## src/rtl/alu_ctrl_seq.sv

```systemverilog
// EX-stage ALU control decoder with a multi-cycle mult/div stall sequencer.
// Optional shift decode is enabled by defining the macro ALU_CTRL_SHIFT_EN.
module alu_ctrl_seq #(
  parameter int SEL_W     = 4,
  parameter int MD_CYCLES = 32,
  parameter int CNT_W     = 6
) (
  input  logic             clk,
  input  logic             rst,
  input  logic [5:0]       funct,
  input  logic [1:0]       aluop,
  input  logic             valid,
  input  logic             flush,
  output logic [SEL_W-1:0] select,
  output logic             stall,
  output logic             md_start,
  output logic [1:0]       md_op,
  output logic             md_done,
  output logic             hilo_we,
  output logic             illegal
);

  localparam logic [3:0] SEL_AND  = 4'b0000;
  localparam logic [3:0] SEL_OR   = 4'b0001;
  localparam logic [3:0] SEL_ADD  = 4'b0010;
  localparam logic [3:0] SEL_ALUX = 4'b0011;
  localparam logic [3:0] SEL_SUB  = 4'b0110;
  localparam logic [3:0] SEL_SLT  = 4'b0111;
  localparam logic [3:0] SEL_NOR  = 4'b1100;
  localparam logic [3:0] SEL_XOR  = 4'b1101;
  localparam logic [3:0] SEL_SLTU = 4'b1111;
`ifdef ALU_CTRL_SHIFT_EN
  localparam logic [3:0] SEL_SLL  = 4'b1000;
  localparam logic [3:0] SEL_SRL  = 4'b1001;
  localparam logic [3:0] SEL_SRA  = 4'b1010;
`endif

  typedef enum logic [1:0] {IDLE, BUSY, DONE} state_t;

  state_t           state;
  logic [CNT_W-1:0] cnt;
  logic [1:0]       md_op_q;
  logic [3:0]       rtype_sel;
  logic             rtype_legal;
  logic [3:0]       sel4;
  logic             md_req;
  logic             start;

  // R-type funct table; mult/div functs are legal but leave the ALU idle.
  always_comb begin
    rtype_sel   = SEL_ALUX;
    rtype_legal = 1'b0;
    case (funct)
      6'b100000: begin rtype_sel = SEL_ADD;  rtype_legal = 1'b1; end
      6'b100010: begin rtype_sel = SEL_SUB;  rtype_legal = 1'b1; end
      6'b100100: begin rtype_sel = SEL_AND;  rtype_legal = 1'b1; end
      6'b100101: begin rtype_sel = SEL_OR;   rtype_legal = 1'b1; end
      6'b100111: begin rtype_sel = SEL_NOR;  rtype_legal = 1'b1; end
      6'b100110: begin rtype_sel = SEL_XOR;  rtype_legal = 1'b1; end
      6'b101010: begin rtype_sel = SEL_SLT;  rtype_legal = 1'b1; end
      6'b101011: begin rtype_sel = SEL_SLTU; rtype_legal = 1'b1; end
      6'b011000, 6'b011001, 6'b011010, 6'b011011: rtype_legal = 1'b1;
`ifdef ALU_CTRL_SHIFT_EN
      6'b000000: begin rtype_sel = SEL_SLL;  rtype_legal = 1'b1; end
      6'b000010: begin rtype_sel = SEL_SRL;  rtype_legal = 1'b1; end
      6'b000011: begin rtype_sel = SEL_SRA;  rtype_legal = 1'b1; end
`endif
      default: ;
    endcase
  end

  always_comb begin
    sel4 = SEL_ALUX;
    case (aluop)
      2'b00:   sel4 = SEL_ADD;
      2'b01:   sel4 = SEL_SUB;
      2'b10:   sel4 = rtype_sel;
      default: sel4 = SEL_ALUX;
    endcase
  end

  assign select = SEL_W'(sel4);

  assign md_req   = valid & (aluop == 2'b10) & (funct[5:2] == 4'b0110);
  assign start    = ~rst & (state == IDLE) & md_req & ~flush;
  assign stall    = start | (~rst & (state == BUSY));
  assign md_start = start;
  assign md_done  = ~rst & (state == DONE);
  assign hilo_we  = ~rst & (state == DONE);
  // The op is visible in the launch cycle, before the latch has captured it.
  assign md_op    = start ? funct[1:0] : md_op_q;

  always_ff @(posedge clk) begin
    if (rst) begin
      state   <= IDLE;
      cnt     <= '0;
      md_op_q <= 2'b00;
      illegal <= 1'b0;
    end else begin
      if (valid && (aluop == 2'b10) && !rtype_legal)
        illegal <= 1'b1;
      case (state)
        IDLE: begin
          if (start) begin
            md_op_q <= funct[1:0];
            cnt     <= CNT_W'(MD_CYCLES - 2);
            state   <= BUSY;
          end
        end
        BUSY: begin
          if (flush)
            state <= IDLE;
          else if (cnt == '0)
            state <= DONE;
          else
            cnt <= cnt - 1'b1;
        end
        DONE:    state <= IDLE;
        default: state <= IDLE;
      endcase
    end
  end

endmodule

```

## config.mk

```make
export PLATFORM = sky130hd
export DESIGN_NAME = alu_ctrl_seq
export DESIGN_NICKNAME = d
export VERILOG_FILES = /design/src/rtl/alu_ctrl_seq.sv
export SDC_FILE = /design/constraint.sdc
export NUM_CORES = 1
export LEC_CHECK = 0
export CAP_MARGIN = 15
export CORE_MARGIN = 8
export CORE_UTILIZATION = 30
export DETAILED_ROUTE_END_ITERATION = 8
export PLACE_DENSITY_LB_ADDON = 0.08
export SLEW_MARGIN = 20
export SYNTH_ARGS = -nofsm -noshare
export SYNTH_HDL_FRONTEND = slang
export SYNTH_SLANG_ARGS = --single-unit
```

## constraint.sdc

```tcl
create_clock -name clk -period 1.65 [get_ports clk]
set_clock_uncertainty 0.1 [all_clocks]
set_input_delay 0.165 -clock clk [delete_from_list [all_inputs] [get_ports clk]]
set_output_delay 0.165 -clock clk [all_outputs]
set_load 0.02 [all_outputs]
```

== Word level (Yosys, flattened, before mapping) ==
Cells that the tools add are included.
Word-level totals
  register bits after elaboration: 11
  bits of input ports: 12
  output and inout port bits: 11
  word-level logic and storage cells: 58
Cells by class
  add/subtract/negate cells: 1
  eq/ne operators: 21
  muxes and demuxes: 12
  bitwise logic cells: 10
  reduce and logical (&&, ||, !) cells: 10
Operator list (count)
  $eq 6x6->1 const B: 8
  $pmux 4 s8: 1
  $eq 6x5->1 const B: 4
  $mux 6: 3
  $pmux 4 s3: 1
  $pmux 6 s2: 1
  $reduce_or 12->1: 1
  $mux 2: 4
  $and 1x1->1: 7
  $logic_not 6->1: 1
  $ne 2x2->1 const B: 3
  $sub 6x1->6 const B: 1
  $eq 2x1->1 const B: 2
  $eq 2x2->1 const B: 2
  $eq 4x3->1 const B: 1
  $logic_not 2->1: 2
  $pmux 2 s2: 1
  $reduce_and 4->1: 1
  $ne 3x2->1 const B: 1
  $logic_and 1x1->1: 2
  $not 1->1: 2
  $reduce_and 2->1: 1
  $reduce_bool 2->1: 1
  $logic_not 1->1: 1
  2 further kinds: 2

== Depth between registers and ports, before layout ==
  depth after elaboration: 7
  mapped depth: 6
  mapped depth without buffers: 6

== Worst setup path before layout ==
No wires, ideal clock.
  path kind: register to register
  from: reg state[1]
  to: reg md_op_q[0]
  library setup time: 130 ps
  data arrival time: 1544 ps
  data required time: 1420 ps
  slack: -124 ps
  cell stages (with the launch flop): 5
  buffers on the path: 0
  clock period less this slack: 1774 ps
  cells stage by stage: dfxtp_1 > or4_4 > nand3b_4 > mux2_4 > nor2b_4
On the way
  cells in the longest elaborated chain, start to end: 5
RTL lines
  from (decl): RTL line 40  | state_t state;
  from (signal assigned): RTL line 95  | state <= IDLE;
  from (signal assigned): RTL line 107  | state <= BUSY;
  from (signal assigned): RTL line 112  | state <= IDLE;
  $logic_not 2->1: RTL line 85  | assign start = ~rst & (state == IDLE) & md_req & ~flush;
  $and 1x1->1 (3 in series): RTL line 85
  $mux 2
  via md_op[0]: RTL line 17  | output logic [1:0] md_op,
  to (signal assigned): RTL line 105  | md_op_q <= funct[1:0];
  to (decl): RTL line 42  | logic [1:0] md_op_q;
The timed path passes the listed nets, and every way through them passes these cells.
A chain may end at the register's enable or synchronous reset.

== Worst setup path in the final report ==
  from: reg state[1]
  to: out md_op[1]
On the way
  cells in the longest elaborated chain, start to end: 5
RTL lines (RTL line)
  $logic_not 2->1: 85
  $and 1x1->1 (3 in series): 85
  $mux 2
  to (decl): 17
Every way passes these cells.

==> flow_metrics.env <==
export IMPL_critical_path_top_delay_family="simple AND/OR/NAND/NOR gates"
export IMPL_cp_arrival_ns=1.77
export IMPL_p_leak_nw=0.608
export IMPL_grt_pass1_vias=821
export IMPL_grt_overflow=0
export IMPL_yosysWarnings=0
export IMPL_clock_sinks=11
export IMPL_clkSlewWorstSetupHoldPaths_ns=0.07
export IMPL_area_growth_pct=76.0
export IMPL_n_fill_cell=241
export IMPL_setup_ws_ns=-0.385
export IMPL_drt_wl_total_um=2180
export IMPL_hold_slack_ns=0.347
export IMPL_setup_viol=8
export IMPL_routabilityCongestion=0.737
export IMPL_start_util_pct=31.0
export IMPL_die_h_um=65.9
export IMPL_ys_ff_latch=11
export IMPL_drt_iter0_drc=22
export IMPL_max_slew_margin_rel_pct=83.1
export IMPL_path_depth=4
export IMPL_detail_route_antenna_nets=0
export IMPL_holdBufCountCts=0
export IMPL_fin_setup_tns_ns=-1.52
export IMPL_synth_top_family_by_area="simple AND/OR/NAND/NOR gates"
export IMPL_fmax_ghz=0.492
export IMPL_via_count=817
export IMPL_crit_fanout=3
export IMPL_synth_ff_type="dfxtp_1"
export IMPL_drt_pre_antenna_iters=4
export IMPL_worstMarginPinSlew_ns=0.253
export IMPL_core_region_area_mm2=0.00241
export IMPL_grt_max_degree=12
export IMPL_place_ws_ns=-0.801
export IMPL_cp_required_ns=1.38
export IMPL_grt_pass1_wl_um=3620
export IMPL_diodes=0
export IMPL_drive_gt1_share_pct=51.8
export IMPL_violations="negative setup slack"
export IMPL_run_status="complete, but fails checks"
export IMPL_cts_root_buf="clkbuf_4"
export IMPL_start_kind="register"
export IMPL_synth_xor_area_share_pct=4.69
export IMPL_num_io_pins=23
export IMPL_synth_top_cell_area_share_pct=29.5
export IMPL_synth_top_cell_by_area="dfxtp_1"
export IMPL_finalPower_w=0.000582
export IMPL_synth_avg_cell_area_um2=9.00
export IMPL_dieArea_mm2=0.00434
export IMPL_synth_adder_area_share_pct=3.35
export IMPL_rsz0062_at_grt="yes"
export IMPL_wire_per_inst_um=12.9
export IMPL_chipWidth_um=65.9
export IMPL_via_per_inst=4.83
export IMPL_timing_final_crit_share_pct=123
export IMPL_maxCapViolCount=0
export IMPL_synth_compound_area_share_pct=18.6
export IMPL_hold_depth=2
export IMPL_fin_cells=169
export IMPL_htreeDepth=1
export IMPL_num_rows=18
export IMPL_min_period_ns=2.03
export IMPL_power_density_mw_per_mm2=443
export IMPL_synth_seq_area_share_pct=29.5
export IMPL_cp_buffers_inverters=1
export IMPL_crit_chain="or4_4 -> nand3b_4 -> mux2_4 -> buf_6"
export IMPL_slew_viol_final=0
export IMPL_ff2ff_path_depth=5
export IMPL_grt_usage_pct=10.6
export IMPL_crit_slowest_cell="or4_4"
export IMPL_muxShareOfSynthArea_pct=4.02
export IMPL_drc_errors=0
export IMPL_synthCells=83
export IMPL_cts_buffer_depth=2
export IMPL_fin_nets=154
export IMPL_placed_cells=161
export IMPL_cts_buffers=3
export IMPL_synth_area_top_cells="dfxtp_1 (29%), xnor2_1 (4.7%), mux2_4 (4.0%), nand2_1 (4.0%), nor2b_4 (3.7%)"
export IMPL_hold_viol_final=0
export IMPL_max_vdd_ir_drop_mv=0.414
export IMPL_antenna_found_initial=0
export IMPL_syn_area_um2=747
export IMPL_cp_end_kind="primary output"
export IMPL_yosys_area_share_simple_pct=35.8
export IMPL_cts_tree="yes"
export IMPL_dpl_hpwl_um=1670
export IMPL_netlist_cell_type_count=37
export IMPL_io_buffers=22
export IMPL_syn_nets=97
export IMPL_cp_slowest_stage_delay_ns=0.53
export IMPL_synth_edff_count=0
export IMPL_async_flop_share_pct=0
export IMPL_critical_path_class="register to primary output"
export IMPL_hp_class="register to register"
export IMPL_clkLatencyLatePin_ns=0.27
## placed cells by master (no fill, tap or decap), types with 2 or more instances in the layout
cell type,Yosys,final
clkbuf_4,0,3
a31oi_1,2,2
nor2b_1,4,3
buf_2,0,4
xnor2_1,4,4
inv_1,5,4
mux2_4,2,2
and4bb_2,2,2
nand2_1,8,8
nor2_1,5,4
clkdlybuf4s50_1,0,6
a21oi_1,5,4
and2_1,2,2
ha_1,2,2
dfxtp_2,0,2
nand2b_4,0,2
dfxtp_1,11,9
buf_4,1,31
dlygate4sd2_1,0,5
buf_6,0,7
nor2b_4,2,2
or3_1,2,2
## area by class of cell
| cell class | count | area, um^2 | share of cell area (%) |
|---|---|---|---|
| tap | 30 | 37.5 | 2.85 |
| sequential | 11 | 223 | 16.9 |
| clock buffer | 4 | 26.3 | 2.00 |
| inverter | 5 | 18.8 | 1.43 |
| timing repair buffer | 54 | 448 | 34.1 |
| multi-input combinational | 65 | 562 | 42.7 |
## cell usage after synthesis (2+ instances only)
master / n
dfxtp_1: 11
nand2_1: 8
a21oi_1: 5
inv_1: 5
nor2_1: 5
nor2b_1: 4
xnor2_1: 4
nand2b_1: 3
nor3b_1: 3
a31oi_1: 2
and2_1: 2
and4bb_2: 2
ha_1: 2
mux2_4: 2
nor2b_4: 2
or3_1: 2
## state kept, by name (all words and copies together) (netlist names)
register	count
state	2
md_op_q	2
cnt	6
illegal	1
## repair_timing
| action | in CTS | in global routing |
|---|---|---|
| resized for setup | 63 | 10 |
| buffers inserted | 2 | 2 |
| pin swaps | 6 | 3 |
| setup endpoints to repair | 14 | 13 |
| hold endpoints to repair | 0 | 0 |
## where the power goes
group          internal, W  switching, W  total, W  leakage [nW]
clock network    0.0000936     0.0000955  0.000189        0.0150
logic            0.0000725     0.0000531  0.000126         0.503
registers         0.000267   0.000000783  0.000268        0.0897
## path summary, 6_finish.rpt
path	start	endpoint	slack (ns)
max	state[1]	md_op[1]	-0.38
min	illegal	illegal	0.35
max reg2reg	state[1]	cnt[3]	-0.17
min reg2reg	illegal	illegal	0.35
## kinds of logic (layout without fill, tap and decap cells)
family	Yosys count	count (layout)
and+or+nand+nor	39	39
AOI/OAI and AO/OA	18	18
DFF	11	11
buffers and inverters	7	63
xor gates and xnor gates	4	4
adders and majority gates	2	2
muxes	2	2
## through the flow
step	cell area [um^2]	utilization [%]
finish	1320	54.6
global route	1320	54.6
CTS	1280	53.1
detailed placement	1210	50.1
global placement	1210	50.1
floorplan	749	-
## per-layer routing
layer | routed length (um) | up-vias | GRT usage (%)
met5 | 0 | - | 0
met4 | 19 | 0 | 5.72
met3 | 123 | 2 | 2.71
met2 | 1070 | 18 | 19.0
met1 | 966 | 385 | 10.9
li1 | - | 412 | -
## worst register-to-register path, delay by kind of cell (launching register included)
kind / cells / cell delay, ns
compound gates: 2 / 0.42
buf+inv: 1 / 0.18
flops: 1 / 0.32
simple gates: 2 / 0.72
Note: power is estimated with default switching activity, not from simulation.
